## src/rtl/ray_sched_pkg.sv

```systemverilog
// Shared constants for the ray/triangle scheduler: FSM encodings, the "no hit"
// distance and the layout of the six ray components packed into ray_in.
package ray_sched_pkg;

  typedef logic [1:0] sched_state_t;

  localparam sched_state_t ST_IDLE  = 2'd0;
  localparam sched_state_t ST_ISSUE = 2'd1;
  localparam sched_state_t ST_DRAIN = 2'd2;
  localparam sched_state_t ST_DONE  = 2'd3;

  localparam int          T_NONE_W = 32;
  localparam logic [31:0] T_NONE   = '1;

  // Component slots within ray_in; bit offset of a slot is slot*WIDTH.
  localparam int RAY_P1     = 0;
  localparam int RAY_P2     = 1;
  localparam int RAY_P3     = 2;
  localparam int RAY_D1     = 3;
  localparam int RAY_D2     = 4;
  localparam int RAY_D3     = 5;
  localparam int RAY_FIELDS = 6;

  function automatic int ray_lsb(input int slot, input int width);
    return slot * width;
  endfunction

endpackage

```

## src/rtl/tag_delay.sv

```systemverilog
// Delay line of {valid, index} tags that follows each triangle read through
// memory and the intersection datapath so results can be matched to indices.
module tag_delay #(
  parameter int IDX_W = 10,
  parameter int DEPTH = 5
) (
  input  logic             clk,
  input  logic             rst,
  input  logic             in_valid,
  input  logic [IDX_W-1:0] in_idx,
  output logic             out_valid,
  output logic [IDX_W-1:0] out_idx,
  output logic             pending
);

  generate
    if (DEPTH == 0) begin : g_wire
      logic unused_clk_rst;
      assign unused_clk_rst = clk ^ rst;
      assign out_valid = in_valid;
      assign out_idx   = in_idx;
      assign pending   = 1'b0;
    end else begin : g_pipe
      logic [DEPTH-1:0] v_q, v_d;
      logic [IDX_W-1:0] idx_q [DEPTH];
      logic [IDX_W-1:0] idx_d [DEPTH];

      // pending ignores the output stage: it says whether any tag is still
      // due after the one being consumed this cycle.
      always_comb begin
        v_d[0]   = in_valid;
        idx_d[0] = in_idx;
        for (int i = 1; i < DEPTH; i++) begin
          v_d[i]   = v_q[i-1];
          idx_d[i] = idx_q[i-1];
        end
        pending = 1'b0;
        for (int i = 0; i < DEPTH - 1; i++) begin
          pending = pending | v_q[i];
        end
      end

      always_ff @(posedge clk) begin
        if (rst) begin
          v_q <= '0;
          for (int i = 0; i < DEPTH; i++) idx_q[i] <= '0;
        end else begin
          v_q   <= v_d;
          idx_q <= idx_d;
        end
      end

      assign out_valid = v_q[DEPTH-1];
      assign out_idx   = idx_q[DEPTH-1];
    end
  endgenerate

endmodule

```

## src/rtl/ray_tri_scheduler.sv

```systemverilog
// Streams one ray against tri_count triangles through a shared intersection
// datapath and returns the nearest hit.
module ray_tri_scheduler
  import ray_sched_pkg::*;
#(
  parameter int WIDTH   = 32,
  parameter int IDX_W   = 10,
  parameter int LAT     = 4,
  parameter int MEM_LAT = 1
) (
  input  logic                        clk,
  input  logic                        rst,
  input  logic                        ray_valid,
  output logic                        ray_ready,
  input  logic [RAY_FIELDS*WIDTH-1:0] ray_in,
  input  logic [IDX_W:0]              tri_count,
  output logic [RAY_FIELDS*WIDTH-1:0] ray_out,
  output logic                        tri_rd_en,
  output logic [IDX_W-1:0]            tri_addr,
  input  logic                        hit_flag,
  input  logic [WIDTH-1:0]            hit_t,
  output logic                        res_valid,
  input  logic                        res_ready,
  output logic                        res_hit,
  output logic [IDX_W-1:0]            res_idx,
  output logic [WIDTH-1:0]            res_t,
  output logic                        busy,
  output logic [1:0]                  dbg_state
);

  localparam int               DEPTH   = MEM_LAT + LAT;
  localparam int               RAY_W   = RAY_FIELDS * WIDTH;
  localparam logic [WIDTH-1:0] T_ALL   = '1;
  localparam logic [IDX_W-1:0] ONE_IDX = 1;

  // Handshakes: a transfer happens on a rising edge where valid && ready;
  // the offering side holds its payload until that edge.

  sched_state_t       state_q, state_d;
  logic [IDX_W-1:0]   addr_q, addr_d;
  logic [IDX_W-1:0]   last_q, last_d;
  logic [RAY_W-1:0]   ray_q, ray_d;
  logic               hit_q, hit_d;
  logic [IDX_W-1:0]   idx_q, idx_d;
  logic [WIDTH-1:0]   t_q, t_d;
  logic [IDX_W:0]     cnt_clamp;
  logic               tag_valid;
  logic [IDX_W-1:0]   tag_idx;
  logic               tag_pending;

  tag_delay #(.IDX_W(IDX_W), .DEPTH(DEPTH)) u_tag_delay (
    .clk       (clk),
    .rst       (rst),
    .in_valid  (tri_rd_en),
    .in_idx    (tri_addr),
    .out_valid (tag_valid),
    .out_idx   (tag_idx),
    .pending   (tag_pending)
  );

  always_comb begin
    cnt_clamp = tri_count;
    if (tri_count[IDX_W] && (|tri_count[IDX_W-1:0])) begin
      cnt_clamp = {1'b1, {IDX_W{1'b0}}};
    end

    state_d = state_q;
    addr_d  = addr_q;
    last_d  = last_q;
    ray_d   = ray_q;
    hit_d   = hit_q;
    idx_d   = idx_q;
    t_d     = t_q;

    // Strict compare keeps the lower index on ties and rejects t == all ones.
    if (tag_valid && hit_flag && (hit_t < t_q)) begin
      hit_d = 1'b1;
      idx_d = tag_idx;
      t_d   = hit_t;
    end

    case (state_q)
      ST_IDLE: begin
        if (ray_valid) begin
          ray_d   = ray_in;
          last_d  = cnt_clamp[IDX_W-1:0] - ONE_IDX;
          addr_d  = '0;
          hit_d   = 1'b0;
          idx_d   = '0;
          t_d     = T_ALL;
          state_d = (tri_count == '0) ? ST_DONE : ST_ISSUE;
        end
      end
      ST_ISSUE: begin
        if (addr_q == last_q) begin
          addr_d  = '0;
          state_d = (DEPTH == 0) ? ST_DONE : ST_DRAIN;
        end else begin
          addr_d = addr_q + ONE_IDX;
        end
      end
      ST_DRAIN: begin
        if (!tag_pending) state_d = ST_DONE;
      end
      default: begin
        if (res_ready) state_d = ST_IDLE;
      end
    endcase
  end

  always_ff @(posedge clk) begin
    if (rst) begin
      state_q <= ST_IDLE;
      addr_q  <= '0;
      last_q  <= '0;
      ray_q   <= '0;
      hit_q   <= 1'b0;
      idx_q   <= '0;
      t_q     <= T_ALL;
    end else begin
      state_q <= state_d;
      addr_q  <= addr_d;
      last_q  <= last_d;
      ray_q   <= ray_d;
      hit_q   <= hit_d;
      idx_q   <= idx_d;
      t_q     <= t_d;
    end
  end

  assign ray_ready = (state_q == ST_IDLE);
  assign tri_rd_en = (state_q == ST_ISSUE);
  assign tri_addr  = addr_q;
  assign res_valid = (state_q == ST_DONE);
  assign busy      = (state_q != ST_IDLE);
  assign ray_out   = ray_q;
  assign res_hit   = hit_q;
  assign res_idx   = idx_q;
  assign res_t     = t_q;
  assign dbg_state = state_q;

endmodule

```

## config.mk

```make
export PLATFORM = sky130hd
export DESIGN_NAME = ray_tri_scheduler
export DESIGN_NICKNAME = d
export VERILOG_FILES = /design/src/rtl/ray_sched_pkg.sv /design/src/rtl/tag_delay.sv /design/src/rtl/ray_tri_scheduler.sv
export SDC_FILE = /design/constraint.sdc
export NUM_CORES = 1
export LEC_CHECK = 0
export CAP_MARGIN = 40
export CORE_UTILIZATION = 30
export DETAILED_ROUTE_END_ITERATION = 16
export PLACE_DENSITY = 0.61
export SETUP_SLACK_MARGIN = 0.15
export SLEW_MARGIN = 10
export SYNTH_ARGS = -nofsm -noshare
export SYNTH_HDL_FRONTEND = slang
export SYNTH_SLANG_ARGS = --single-unit
```

## constraint.sdc

```tcl
create_clock -name clk -period 3.4 [get_ports clk]
set_clock_uncertainty 0.15 [all_clocks]
set_input_delay 0.34 -clock clk [delete_from_list [all_inputs] [get_ports clk]]
set_output_delay 0.34 -clock clk [all_outputs]
set_load 0.005 [all_outputs]
```

== Yosys cells after proc, flatten, opt, wreduce, memory -nomap -nowiden ==
Index checks and enable logic that the tools add are counted.
Cells by class
  eq/ne operators: 7
  muxes and demuxes: 19
  add/subtract/negate cells: 2
  bitwise gates (word level): 3
  order comparisons: 1
  divide/modulo/power cells: 0
  multiply operators: 0
  shift-type cells: 0
  reduce and logical (&&, ||, !) cells: 12
Operator list (count)
  two-way mux 32 bit: 3
  two-way mux 10 bit: 6
  < comparator 32 bit: 1
  case mux 10 bit (2 select lines): 1
  zero test 11 bit: 1
  adder 10 x 1 -> 10 bit, second input constant: 1
  equality test 10 bit: 1
  two-way mux 2 bit: 5
  OR reduction 10 bit: 1
  subtractor 10 x 1 -> 10 bit, second input constant: 1
  inequality test 2 bit, second input constant: 3
  case mux 2 bit (3 select lines): 1
  equality test 2 bit, second input constant: 2
  AND reduction 2 bit: 2
  AND reduction 4 bit: 1
  nonzero test 2 bit: 2
  nonzero test 4 bit: 1
  logical AND 1 bit: 3
  two-way mux 1 bit: 3
  bitwise OR 1 bit: 3
  equality test 2 x 1 -> 1 bit, second input constant: 1
  zero test 2 bit: 1
Storage, ports and cells
  bits of input ports: 240
  output and inout port bits: 251
  flip-flop bits (word level): 312
  bits in writable memories: 0
  latch bits: 0
  word-level logic and storage cells: 57
  memories: 0
  bits in read-only memories: 0

== Longest topological paths before layout ==
Gate-level depths: netlist of the first run.
  depth in word-level cells: 5
  gate-level depth with buffers: 10
  gate-level depth less buffers: 8

== By module ==
Synthesis of the first run repeated with hierarchy kept, for this count alone.
Unflattened totals
  cell total of the unflattened synthesis: 1367
  area total of the unflattened synthesis: 11582.4 um^2
By module, submodules not included
  ray_tri_scheduler: sequential area each 5144.9 um^2, times used 1, cells each 1250, area an instance 10097.2 um^2
  tag_delay: sequential area each 1101.1 um^2, times used 1, cells each 117, area an instance 1485.2 um^2

== Worst setup path before layout of the first run ==
OpenSTA, ideal clock, no wires.
  path kind: register to register
  start point: reg t_q[2] (netlist: res_t[2])
  end point: reg t_q[10] (netlist: res_t[10])
  library setup time: 72 ps
  data arrival time: 2232 ps
  stages on the path, launching flop included: 11
  slack: 946 ps
  clock period less this slack: 2454 ps
  path through: dfxtp_1 inv_1 ha_1 a211o_1 a31oi_1 o221ai_1 a211o_1 a211oi_1 buf_2 buf_4 mux2i_1
On the way
  cells in the longest elaborated chain, start to end: 5
Ends and longest elaborated chain
  from (decl): RTL line ray_tri_scheduler.sv:45  | logic [WIDTH-1:0] t_q, t_d;
  from (signal assigned): RTL line ray_tri_scheduler.sv:127  | t_q <= t_d;
  < comparator 32 bit (*): RTL line ray_tri_scheduler.sv:76  | if (tag_valid && hit_flag && (hit_t < t_q)) begin
  logical AND 1 bit (*): RTL line ray_tri_scheduler.sv:76
  two-way mux 32 bit (*): RTL line ray_tri_scheduler.sv:76
  two-way mux 32 bit: RTL line ray_tri_scheduler.sv:84  | if (ray_valid) begin
  two-way mux 32 bit (*): RTL line ray_tri_scheduler.sv:82  | case (state_q)
Every way passes the cells marked *; elsewhere a longest branch is shown, timed or not.
A chain may end at the register's enable or synchronous reset.

== Worst setup path in the final report of the first run ==
  start point: reg t_q[2] (netlist: res_t[2])
  end point: reg t_q[1] (netlist: res_t[1])
The elaborated chain is that of the path after synthesis.

==> impl_results.md, run 1 <==
- Num CTS Buffers: 37
- TritonCTS clock tree: built
- Max Fanout on Critical Path: 43
- Clk_lat worst skew: 530 ps
- DP Wirelength: 26690 um
- Crit path DAT: 3150 ps
- Clock sinks: 312
- FF+latch count, synth: 312
- Starting density of the core: 0.3037
- Diode count: 0
- Unrepaired setup endpoints after global routing: false
- Setup Fix Bufs, Post-CTS: 0
- Post-synth EDFFs: 0
- Final setup violation count: 0
- Pwr Density: 619.1 nW/um2
- Height of the die: approximately 200 um
- Synth Instances: 1406
- Synthesized cell area: 11740 um2
- Max clock buf depth: 3
- DR iter-0 viols: 393
- Commonest non-fill, non-tap cell in the layout: clkdlybuf4s50_1
- DRC violations left: 0
- Layout Nets: between 2000 and 2500
- Die area: 39920 um2
- Largest net degree at the start of global routing: 128
- Number of global-route vias before repair: 10190
- Layout cell share with drive strength beyond 1: 0.03848
- Post-DP Area: around 17000 um2
- Actual slew at the worst max-slew pin: 835.5 ps
- Syn-to-layout area delta: 55.87%
- Setup CP Type: flop to flop
- Gr usage total: 0.1793
- Antenna violations before repair: 1
- Fin. Hold Viols: 0
- Asr flop ratio synth: 0
- Reg2reg setup slack: between 500 and 600 ps
- I/O pin cnt: 491
- Hold crit path type: primary input to flop
- Setup TNS: 0 ps
- FP Rows: 72
- WL/cell: approximately 16 um
- Gr ovfl total: 0
- CP startpoint kind: flop
- Max Slew Vio Count: 0
- Fmax achieved: approximately 350 MHz
- Finished Cell Area: 18290 um2
- Via density: 4.448
- Vias: 10630
- Synth warnings: 0
- Antenna Nets Post-Route: 0
- Fin crit share: 0.8378
- Filler instances: 3674
- First-pass GRT wire length: 55880 um
- Final Wtd Congestion: around 0.83
- Worst slew margin: 0.4430
- Mapped Nets: about 1700
- Peak VDD IR: around 420 uV
- Register area share after synthesis: 0.5322
- Most frequent cells in the layout: clkdlybuf4s50_1, nand2_1, dfxtp_1, a21oi_1, nor2_1
- Syn Area/Cell: 8.347 um2
- Clock-pin slew on the worst setup and hold paths: 60 ps
- H-Tree Depth: 2
- IO Port Bufs: 490
- Synth cell types: 43
- Tmin final: between 2000 and 3000 ps
- WL final: roughly 38000 um
- Die W: between 150 and 200 um
- Drt pass-1 iters: 4
- Crit end category: flop
- Post-synth top flop: dfxtp_1
- Critical Path RT: between 3000 and 4000 ps
- Cts-stage hold buffer count: 0
- Core box area: 38650 um2
- Post_cts resized: 0
- Root Driver: clkbuf_16
- Max-cap violation count: 0
- Outcome: finished clean
- LEAKAGE: 0.007151 uW
[power breakdown]
group          switching, uW  internal, uW
clock                   1520          2540
sequential               250          4110
combinational           1480          1420
total                   3250          8070
[metrics by stage]
step	instances	hold WS [ps]	power, uW	util	setup WS (ps)
2_1_floorplan	1406	263.8	5737	-	945.9
3_3_place_gp	2326	267.2	7324	0.4405	299.4
3_5_place_dp	2327	270.4	7369	0.4410	162.1
4_1_cts	2389	101.2	11510	0.4734	528.5
5_1_grt	2389	135.6	11970	0.4734	495.8
6_report	2389	126.7	11330	0.4734	551.6
[per-layer routing]
layer,share of wire,track usage,up-vias
met2,0.47,0.2941,363
met1,0.41,0.2120,4796
met5,0,0,-
met3,0.092,0.07157,53
li1,-,-,5414
met4,0.026,0.06135,0
[cells by family (layout without fill, tap and decap cells)]
kind of cell / Yosys count / count (layout) / share of synthesized area
simple gates: 612 / 612 / 0.2154
flops: 312 / 312 / 0.5322
compound gates: 243 / 243 / 0.1107
buf+inv: 135 / 600 / 0.04776
mux: 43 / 43 / 0.03667
fa+ha+maj: 37 / 37 / 0.03945
xor+xnor: 24 / 24 / 0.01791
[path summary, 6_finish.rpt]
kind                                                endpoint                    startpoint  cells after the start
worst max-delay path                                res_t[1]                      res_t[2]                      9
worst min-delay path            u_tag_delay.g_pipe.idx_d[37]                           rst                      2
worst max register to register                      res_t[1]                      res_t[2]                      9
worst min register to register  u_tag_delay.g_pipe.idx_d[17]  u_tag_delay.g_pipe.idx_d[27]                      1
[synth_stat cells (2+ instances only)]
master	count	area (um2)
nand2_1	427	1603
o21ai_0	6	30.03
o21ai_1	2	10.01
and3_1	3	18.77
a211o_1	2	17.52
nor2b_1	56	350.3
dfxtp_1	312	6246
nand4_1	7	43.79
mux2i_1	43	430.4
nand2b_1	2	12.51
or4_1	2	15.01
clkbuf_1	83	311.6
a21o_1	5	37.54
a31oi_1	2	12.51
a21oi_1	208	1041
nand3_1	3	15.01
nor2_1	96	360.4
nor3_1	4	20.02
ha_1	37	462.9
nor3b_1	2	15.01
buf_4	14	105.1
xnor2_1	9	78.83
a211oi_1	4	30.03
nor4_1	2	12.51
a311oi_1	6	52.55
or3_1	4	25.02
inv_1	35	131.4
xor2_1	15	131.4
[area by class of cell]
| class | instances | area [um2] | area share |
|---|---|---|---|
| repair buffers | 502 | 5061 | 0.2767 |
| inverters | 36 | 135.1 | 0.007387 |
| well taps | 518 | 648.1 | 0.03543 |
| flip-flops and latches | 312 | 6246 | 0.3414 |
| clock inverters | 8 | 146.4 | 0.008002 |
| clock buffers | 54 | 1102 | 0.06026 |
| multi-input cells | 959 | 4955 | 0.2708 |
[flip-flops by register name (all words and copies together), names as in the netlist]
signal                    cells
dbg_state                     2
tri_addr                     10
u_tag_delay.out_idx          10
res_idx                      10
u_tag_delay.g_pipe.idx_d     40
res_t                        32
last_q                       10
res_hit                       1
ray_out                     192
u_tag_delay.g_pipe.v_q        5
[worst max-delay path, cell delays in order (launching register included)]
cell,delay (ps)
dfxtp_1,360
inv_1,50
ha_1,290
a211o_1,300
a31oi_1,190
o221ai_1,170
a211o_1,340
a211oi_4,290
buf_12,330
mux2i_1,270
Power figures use the tool's default switching activity.
==> run 2, diff against run 1 <==
Settings changed: PLACE_DENSITY 0.61 to 0.63.
Clock period 3.4 ns to 2.6 ns, I/O delays scaled along.
==> impl_results.md, run 2 (synthesis results as in run 1) <==
- Outcome: finished clean
- Finished Cell Area: roughly 19000 um2
- First-pass GRT wire length: ~56000 um
- Via density: 4.484
- Worst slew margin: 0.5928
- Largest net degree at the start of global routing: roughly 120
- Setup CP Type: flop to flop
- CP top delay family: compound AO/OA/AOI/OAI gates
- Actual slew at the worst max-slew pin: around 610 ps
- I/O pin cnt: approximately 490
- Top sig layer: met5
- Antenna violations before repair: 3
- Gate power share: 0.260
- Worst Path Buf+Inv: 3
- Number of global-route vias before repair: 10130
- Commonest non-fill, non-tap cell in the layout: clkdlybuf4s50_1
- Sw power: 4360 uW
- Hold crit path type: primary input to flop
- CP startpoint kind: flop
- Switching Share: 0.2857
- Syn-to-layout area delta: 60.11%
- Reg power frac: 0.373
- Internal power: about 11000 uW
- Clk pwr share: 0.367
- Layout cell share with drive strength beyond 1: 0.06250
- Pwr Density: 812.1 nW/um2
- Final Wtd Congestion: 0.8371
- Max clock buf depth: 3
- TritonCTS clock tree: built
- Root Driver: clkbuf_16
- Die area: 39920 um2
- Max-cap violation count: 0
- Fmax achieved: roughly 400 MHz
- FP Rows: 72
- LEAKAGE: 0.007399 uW
- Gr ovfl total: 0
- Largest stage delay, worst path: 330 ps
- Die W: 199.8 um
- Num CTS Buffers: 36
- Starting density of the core: 0.3037
- Filler instances: 3638
- Placed insts: about 2400
- WL final: 38730 um
- Drt pass-1 iters: 4
- CP max stage cell: dfxtp_2
- CP dominant cell by count: a211o_1
- Tmin final: 2497 ps
- Cts-stage hold buffer count: 0
- DP Wirelength: 27410 um
- Metal2 WL: 19060 um
- WL met3: 3526 um
- Fin crit share: 0.9603
- DR iter-0 viols: 400
- Clock sinks: 312
- Crit end category: flop
- Most frequent cells in the layout: clkdlybuf4s50_1, nand2_1, dfxtp_1, a21oi_1, nor2_1
- Core box area: 38650 um2
- Total power: roughly 15000 uW
- Peak VDD IR: 612.6 uV
- Height of the die: 199.8 um
- Clock-pin slew on the worst setup and hold paths: about 60 ps
- Max reg flops: 192
- Crit path DAT: 2810 ps
- Unrepaired setup endpoints after global routing: true
- Final setup violation count: 0
- Post-DP Area: 17280 um2
- WL/cell: 15.99 um
- Fin. Hold Viols: 0
- Max Slew Vio Count: 0
- Critical path, cell by cell: inv_2, ha_4, a211o_1, a31oi_2, o221ai_2, a211o_1, a211oi_4, buf_6, clkbuf_16, mux2i_1
- Antenna Nets Post-Route: 0
- Gr usage total: 0.1818
- DRC violations left: 0
- IO Port Bufs: slightly below 500
- Met1 WL: between 15000 and 20000 um
- Vias: roughly 11000
- Layout Nets: ~2200
- Critical Path RT: just under 3000 ps
- H-Tree Depth: 2
- Clk_lat worst skew: 540 ps
- Max Fanout on Critical Path: 6
- Non-Filler Instances: 2423
-- run 2: cell count changes in the layout (fill, tap and decap cells not counted), sizes merged --
cell and delta:
clkdlybuf4s50 -1, inv +1, diode +1, clkinvlp +2
dlymetal6s2s +1, buf +28, bufinv +4, clkbuf -8
clkinv +6
-- run 2: power by group through the flow --
stage / sequential (uW) / combinational [uW] / clock (uW)
5_1_grt: 5770 / 4350 / 5960
6_report: 5700 / 3970 / 5600
3_5_place_dp: 5790 / 4010 / 0
3_3_place_gp: 5770 / 3970 / 0
2_1_floorplan: 5820 / 1680 / 0
4_1_cts: 5700 / 4040 / 5760
-- run 2: path summary, 6_finish.rpt --
kind                                       end  depth (start not counted)  slack (ps)                          from
hold reg to reg   u_tag_delay.g_pipe.idx_d[22]                          1         270  u_tag_delay.g_pipe.idx_d[32]
setup reg to reg                      res_t[2]                         10         100                      res_t[2]
hold / removal    u_tag_delay.g_pipe.idx_d[38]                          2          50                           rst
setup / recovery                      res_t[2]                         10         100                      res_t[2]
-- run 2: final cells by class --
class / instances / area [um2] / area share
Sequential cell: 312 / 6250 / 0.3326
Multi-Input combinational cell: 959 / 4982 / 0.2651
Antenna cell: 1 / 2.502 / 0.0001332
Tap cell: 518 / 648.1 / 0.03449
Clock inverter: 21 / 324.1 / 0.01725
Inverter: 36 / 135.1 / 0.007191
Clock buffer: 44 / 1002 / 0.05334
Timing Repair Buffer: 532 / 5446 / 0.2899
-- run 2: layer usage --
metal	GRT usage	vias up
met3	0.06183	62
met5	0	-
met2	0.3134	380
met1	0.2075	4943
met4	0.06672	4
li1	-	5476
-- run 2: repair_timing --
item                       in CTS  in global routing
resized for setup              12                  4
setup buffers                   3                  0
pin swaps                       4                  3
setup endpoints to repair      44                 44
cloned                          2                  2
-- run 2: per-stage QoR --
| step | hold WS (ps) | TNS, ps | util | setup slack (ps) |
|---|---|---|---|---|
| 6_report | 50.66 | 0 | 0.4862 | 103.1 |
| 5_1_grt | 57.16 | -19.79 | 0.4862 | -12.28 |
| 4_1_cts | 22.81 | 0 | 0.4844 | 65.68 |
| 3_5_place_dp | 270.4 | -16210 | 0.4471 | -408.8 |
| 3_3_place_gp | 269.2 | -15080 | 0.4471 | -358.6 |
| 2_1_floorplan | 225.2 | 0 | - | 145.9 |
==> run 3, diff against run 2 <==
Settings changed: HOLD_SLACK_MARGIN set to 0.1.
==> impl_results.md, run 3 (synthesis results as in run 1) <==
- CP max stage cell: dfxtp_2
- Most frequent cells in the layout: clkdlybuf4s50_1, nand2_1, dfxtp_1, a21oi_1, nor2_1
- Antenna Nets Post-Route: 0
- WL met3: 3429 um
- Layout Nets: between 2000 and 2500
- Critical path, cell by cell: inv_2, ha_4, a211o_1, a31oi_2, o221ai_2, a211o_1, a211oi_4, buf_6, clkbuf_16, mux2i_1
- Root Driver: clkbuf_16
- Gr ovfl total: 0
- Final setup violation count: 0
- WL/cell: roughly 16 um
- Clock-pin slew on the worst setup and hold paths: 60 ps
- LEAKAGE: 0.007784 uW
- Outcome: finished clean
- Tmin final: between 2000 and 3000 ps
- Metal2 WL: 19300 um
- Crit end category: flop
- Largest net degree at the start of global routing: 117
- Max reg flops: 192
- CP dominant cell by count: a211o_1
- Post-DP Area: 17280 um2
- I/O pin cnt: 491
- Multi-input gate area: ~5000 um2
- Largest stage delay, worst path: 330 ps
- Gr usage total: 0.1863
- Hold crit path type: primary input to flop
- Via density: 4.482
- Place WS: -408.8 ps
- Placed insts: 2350
- Filler instances: 3498
- First-pass GRT wire length: slightly below 60000 um
- Peak VDD IR: 613.7 uV
- Num CTS Buffers: 36
- Fin crit share: 0.9626
- Worst slew margin: 0.5621
- H-Tree Depth: 2
- Worst hold path cell count: 3
- Total power: 15410 uW
- Height of the die: 199.8 um
- Max Slew Vio Count: 0
- IO Port Bufs: slightly below 500
- DR iter-0 viols: ~400
- Number of global-route vias before repair: about 11000
- Commonest non-fill, non-tap cell in the layout: clkdlybuf4s50_1
- Vias: 11270
- Fin. Hold Viols: 0
- Length in cells of the worst reg-to-reg path: 10
- Clk_lat worst skew: 540 ps
- Die W: around 200 um
- Syn-to-layout area delta: 67.93%
- Clock sinks: 312
- Diode count: 0
- Fmax achieved: 399.5 MHz
- FP Rows: 72
- Core box area: 38650 um2
- Non-Filler Instances: 2514
- TritonCTS clock tree: built
- Final Wtd Congestion: 0.8371
- Starting density of the core: 0.3037
- Met1 WL: 15760 um
- DRC violations left: 0
- Pwr Density: 781.7 nW/um2
- Max Fanout on Critical Path: 6
- Finished Cell Area: 19710 um2
- Top sig layer: met4
- Final worst slack: a little under 100 ps
- Die area: 39920 um2
- Sequential Area: 6250 um2
- Drt pass-1 iters: 4
- Layout cell share with drive strength beyond 1: 0.05962
- Max-cap violation count: 0
- Antenna violations before repair: 0
- Max clock buf depth: 3
- Crit path DAT: 2820 ps
- DP Wirelength: 27410 um
- Actual slew at the worst max-slew pin: 656.8 ps
- Unrepaired setup endpoints after global routing: true
- Setup CP Type: flop to flop
- Critical Path RT: 2920 ps
- CP startpoint kind: flop
- WL final: between 30000 and 40000 um
-- run 3: cell count changes in the layout (fill, tap and decap cells not counted), sizes merged --
cell,change
diode,-1
dlygate4sd3,+92
-- run 3: cell type report --
cell class,instances,share of cell area
repair buffers,624,0.3231
multi-input cells,959,0.2528
well taps,518,0.03288
flip-flops and latches,312,0.3171
clock buffers,44,0.05085
inverters,36,0.006856
clock inverters,21,0.01644
-- run 3: final timing paths --
check / start / endpoint / slack [ps]
setup reg to reg: res_t[2] / res_t[2] / 100
hold reg to reg: u_tag_delay.g_pipe.idx_d[32] / u_tag_delay.g_pipe.idx_d[22] / 270
setup / recovery: res_t[2] / res_t[2] / 100
hold / removal: ray_in[183] / ray_out[183] / 130
-- run 3: worst max-delay path, delay by kind of cell, from the launching register on --
kind | cells | cell delay, ps
AOI/OAI and AO/OA | 5 | 1150
buffers and inverters | 3 | 410
DFF | 1 | 330
adders and majority gates | 1 | 200
muxes | 1 | 180
-- run 3: report_power, final --
group | internal, uW | switching [uW]
combinational | 2060 | 2040
clock | 3550 | 2060
sequential | 5380 | 319
total | 11000 | 4420
-- run 3: stage by stage --
step	utilization	setup TNS (ps)	hold slack, ps
2_1_floorplan	-	0	225.2
3_5_place_dp	0.4471	-16210	270.4
3_3_place_gp	0.4471	-15080	269.2
5_1_grt	0.5100	-20.12	114.5
6_report	0.5100	0	134.1
4_1_cts	0.5083	0	100.1
-- run 3: routing by layer --
metal	vias to the layer above	GRT usage
met2	390	0.3201
met5	-	0
li1	5659	-
met4	0	0.07945
met3	69	0.06032
met1	5150	0.2113
-- run 3: what timing repair did --
| item | CTS | global route |
|---|---|---|
| gates cloned | 2 | 2 |
| hold buffers | 92 | 0 |
| endpoints found under the setup margin | 44 | 44 |
| endpoints found under the hold margin | 146 | 0 |
| gates resized for setup | 12 | 4 |
| setup buffers | 3 | 0 |
| pin swaps | 4 | 3 |
